<file path="src/rtl/adi2axis_pack.sv">
// rtl/adi2axis_pack.sv - packs ADC sample pairs into 64-bit words with arm/trigger alignment
// Optional overflow counter: define ADI2AXIS_PACK_OVF_CNT_EN.
module adi2axis_pack #(
    parameter int C_M_AXIS_TDATA_NUM_BYTES = 8
) (
    input  logic                                  AXIS_ACLK,
    input  logic                                  AXIS_ARESETN,
    input  logic [31:0]                           adc_data,
    input  logic                                  adc_valid,
    input  logic                                  arm,
    input  logic                                  trig_en,
    input  logic                                  trig,
    input  logic                                  ovf,
    output logic [C_M_AXIS_TDATA_NUM_BYTES*8-1:0] ddata,
    output logic                                  dvalid,
    output logic                                  dsync,
    output logic [31:0]                           stat
);

    typedef enum logic [1:0] {
        ST_IDLE  = 2'd0,
        ST_ARMED = 2'd1,
        ST_RUN   = 2'd2
    } state_t;

    state_t      state;
    logic        phase;
    logic [31:0] low;
    logic        arm_d;
    logic [15:0] ovf_cnt;

    logic abort;
    logic arm_rise;
    logic trig_hit;

    // arm low outranks everything else; arm_d resets low so arm held high out of reset re-arms
    assign abort    = !arm && (state != ST_IDLE);
    assign arm_rise = arm && !arm_d;
    assign trig_hit = arm && arm_d && (state == ST_ARMED) && adc_valid && (trig || !trig_en);

    always_ff @(posedge AXIS_ACLK or negedge AXIS_ARESETN) begin
        if (!AXIS_ARESETN) begin
            state  <= ST_IDLE;
            phase  <= 1'b0;
            low    <= '0;
            ddata  <= '0;
            dvalid <= 1'b0;
            dsync  <= 1'b0;
            arm_d  <= 1'b0;
        end else begin
            arm_d  <= arm;
            dvalid <= 1'b0;
            if (abort) begin
                state <= ST_IDLE;
                phase <= 1'b0;
                low   <= '0;
                dsync <= 1'b0;
            end else if (arm_rise) begin
                state <= ST_ARMED;
                phase <= 1'b0;
                low   <= '0;
                dsync <= 1'b0;
            end else if (trig_hit) begin
                // trigger sample always lands in the low half, whatever was held
                low   <= adc_data;
                phase <= 1'b1;
                state <= ST_RUN;
            end else if (adc_valid) begin
                if (!phase) begin
                    low   <= adc_data;
                    phase <= 1'b1;
                end else begin
                    ddata  <= {adc_data, low};
                    dvalid <= 1'b1;
                    phase  <= 1'b0;
                    if (state == ST_RUN) begin
                        dsync <= 1'b1;
                    end
                end
            end
        end
    end

`ifdef ADI2AXIS_PACK_OVF_CNT_EN
    always_ff @(posedge AXIS_ACLK or negedge AXIS_ARESETN) begin
        if (!AXIS_ARESETN) begin
            ovf_cnt <= '0;
        end else if (arm_rise) begin
            ovf_cnt <= '0;
        end else if (ovf && dsync && (ovf_cnt != 16'hFFFF)) begin
            ovf_cnt <= ovf_cnt + 16'd1;
        end
    end
`else
    logic unused_ovf;
    assign unused_ovf = ovf;
    assign ovf_cnt    = '0;
`endif

    assign stat = {ovf_cnt, 13'h0, state, phase};

endmodule

</file>
<file path="config.mk">
export PLATFORM = sky130hd
export DESIGN_NAME = adi2axis_pack
export DESIGN_NICKNAME = d
export VERILOG_FILES = /design/src/rtl/adi2axis_pack.sv
export SDC_FILE = /design/constraint.sdc
export NUM_CORES = 1
export LEC_CHECK = 0
export ABC_AREA = 1
export BUFFER_PORTS_ARGS = -buffer_cell sky130_fd_sc_hd__buf_2
export CORE_UTILIZATION = 56
export DETAILED_ROUTE_END_ITERATION = 10
export GPL_TIMING_DRIVEN = 0
export HOLD_SLACK_MARGIN = 0.12
export PLACE_DENSITY = 0.86
export SLEW_MARGIN = 20
export SYNTH_ARGS = -nofsm -noshare
export SYNTH_HDL_FRONTEND = slang
export SYNTH_SLANG_ARGS = --single-unit
</file>
<file path="constraint.sdc">
create_clock -name AXIS_ACLK -period 3.7 [get_ports AXIS_ACLK]
set_input_delay 0.555 -clock AXIS_ACLK [delete_from_list [all_inputs] [get_ports AXIS_ACLK]]
set_output_delay 0.555 -clock AXIS_ACLK [all_outputs]
set_load 0.02 [all_outputs]
</file>
==> impl_metrics.yaml <==
timing:
  finalCritPeriodShare_pct: 43.9
  rsz0062_at_grt: "false"
  max_freq_mhz: 616
  fin_worst_hold_slack_ps: 335
  final.setup.tns_ps: 0
  tightest_slew_ps: 521
  setup_ws_ps: 2080
  fin_crit_ps: 1620
  drv_slew: 0
  clock_skew_ps: 6.85
  hold_viol: 0
  maxSlewHeadroom_pct: 65.3
  finalSetupViolCount: 0
floorplan:
  start_util_pct: 57.6
  die_w_microns: 93.9
  dieArea_sq_um: 8820
  row_count: 33
  core_sq_um: 8220
  die_h_microns: 93.9
  io_pins: 137
place:
  hpwl_microns: 8090
  placed_area_sq_um: 5530
  pre_cts_ws_ps: 1940
  gp_congestion: 0.824
  port_buffers: 106
  dp.cells: 796
power:
  power.leakage_nw: 3.45
  p_total_mw: 3.43
  irDropWorstVdd_uv: 335
  p_per_area_nw_per_um2: 594
final_layout:
  nets: 742
  fillers: 659
  finalNonFillerCells: 813
  area_delta_synth_final_pct: 22.0
  fin_util_pct: 70.3
  final_area_sq_um: 5770
  drive_above_1_share_pct: 27.4
  diodes: 0
clock_tree:
  root_buffer: "clkbuf_8"
  clockBufferDepth: 2
  post_cts_buffers: 0
  clk_pin_slew_worst_paths_ps: 90
  cts_tree: "built"
  cts_resized: 0
  cts_made_buffers: 9
  hold_buffers: 1
  cts.sinks: 102
  htreeDepth: 3
  clk_latency_ps: 360
critical_path:
  cpMaxStageDelayCell: "dfrtp_1"
  crit_start: "phase"
  worstPathArrival_ps: 1070
  cp.required_ps: 3140
  cp_max_fo: 4
  crit_path_start_kind: "flop"
  critPathTopFamily: "flip-flops"
  path_cells: "buf_4 -> buf_2"
  cp_slowest_stage_delay_ps: 410
  r2r-start: "state[1]"
  critPathKind: "flop to output pin"
  crit_buf_inv: 2
  cp-end-kind: "output pin"
global_routing:
  grt_pass1_wl_microns: 18400
  grt_pass1_vias: 3968
  overflow: 0
  grtUsageTotal_pct: 27.2
  grt_max_degree: 88
  antenna_found_initial: 0
synthesis:
  netlist_instances: 556
  synth_common_cells: "nand2_1 (197), dfrtp_1 (102), nand4_1 (96)"
  yosysMostFrequentCell: "nand2_1"
  synth_edf_count: 0
  synth.distinct_cells: 18
  yosysTopAreaCell: "dfrtp_1"
  syn_avg_cell_area_sq_um: 8.51
  ys_ff_latch: 102
  synth_top_cell_area_share_pct: 53.9
  synth.yosys.warnings: 0
  synthFlopType: "dfrtp_1"
  async_flop_share_pct: 100
  syn_area_sq_um: 4730
  seq_area_frac_synth_pct: 53.9
  ys_top_cells_by_area: "dfrtp_1 (54%), nand2_1 (16%), nand4_1 (13%)"
detailed_routing:
  antenna_left: 0
  num_vias: 4306
  wire_per_inst_microns: 14.1
  viasPerCell: 5.30
  drtIter0Drc: 326
  drc: 0
  dr.pass1.iters: 5
  wl_microns: 11500
flow_run:
  drv_cap: 0
min_path:
  hold_class: "primary input to flop"
  hp-start: "arm"
status:
  outcome: "completed"
-- power by group --
group          internal [mW]  switching (mW)
Clock                  0.450           0.366
Sequential              1.39           0.155
Combinational          0.352           0.717
-- cells in the final DEF, fill, tap and decap left out --
| cell type | n |
|---|---|
| dlygate4sd3_1 | 1 |
| clkbuf_1 | 10 |
| buf_2 | 127 |
| nor2_1 | 34 |
| bufinv_16 | 3 |
| inv_2 | 3 |
| buf_4 | 44 |
| a31oi_1 | 2 |
| buf_16 | 1 |
| nand4_1 | 96 |
| conb_1 | 29 |
| clkbuf_8 | 9 |
| a21oi_1 | 2 |
| nand3_1 | 2 |
| nand2_2 | 1 |
| or2_0 | 1 |
| nand2_1 | 197 |
| buf_6 | 3 |
| nand3_2 | 2 |
| dfrtp_1 | 102 |
| o21ai_0 | 1 |
| clkinv_2 | 1 |
| inv_1 | 37 |
-- registers in the layout, indices dropped and copies added (netlist names) --
| name | cells |
|---|---|
| dvalid | 1 |
| state | 2 |
| dsync | 1 |
| arm_d | 1 |
| phase | 1 |
| ddata | 64 |
| low | 32 |
-- worst reg2reg max path, stage by stage (launching register included) --
cell	delay (ps)
dfrtp_1	450
inv_2	80
nand3_1	90
nand2_2	180
clkbuf_1	450
nand4_1	200
nand2_1	110
-- cells by family after synthesis --
logic type | Yosys count | share of synthesized area (%)
flip-flops | 102 | 53.9
buffers and inverters | 115 | 13.5
AND/OR/NAND/NOR | 333 | 31.9
other | 1 | 0.0792
AO/OA/AOI/OAI | 5 | 0.581
-- worst paths after layout --
| kind | endpoint | slack [ps] | cells past startpoint |
|---|---|---|---|
| worst min-delay path | arm_d | 330 | 1 |
| worst max register to register | low[18] | 2100 | 6 |
| min in group asynchronous | ddata[31] | 580 | 2 |
| worst min register to register | ddata[5] | 470 | 2 |
| max in group asynchronous | ddata[54] | 2490 | 3 |
| worst max-delay path | stat[0] | 2080 | 2 |
-- layout make-up --
type,count,area (sq um),area share [%]
plain buffers,75,489,8.47
clock buffers,12,135,2.34
clock inverters,4,95.1,1.65
inverters,40,150,2.60
multi-input cells,367,1650,28.5
flip-flops and latches,102,2550,44.2
well taps,105,131,2.28
repair buffers,108,574,9.95
-- metal layers --
layer	vias to the layer above	GRT usage, %	part of all wire [%]
li1	2047	-	-
met1	2026	35.5	42
met2	209	44.8	49
met3	24	3.96	7.0
met4	0	12.3	2.0
met5	-	0	0
(Power assumes the default switching activity.)
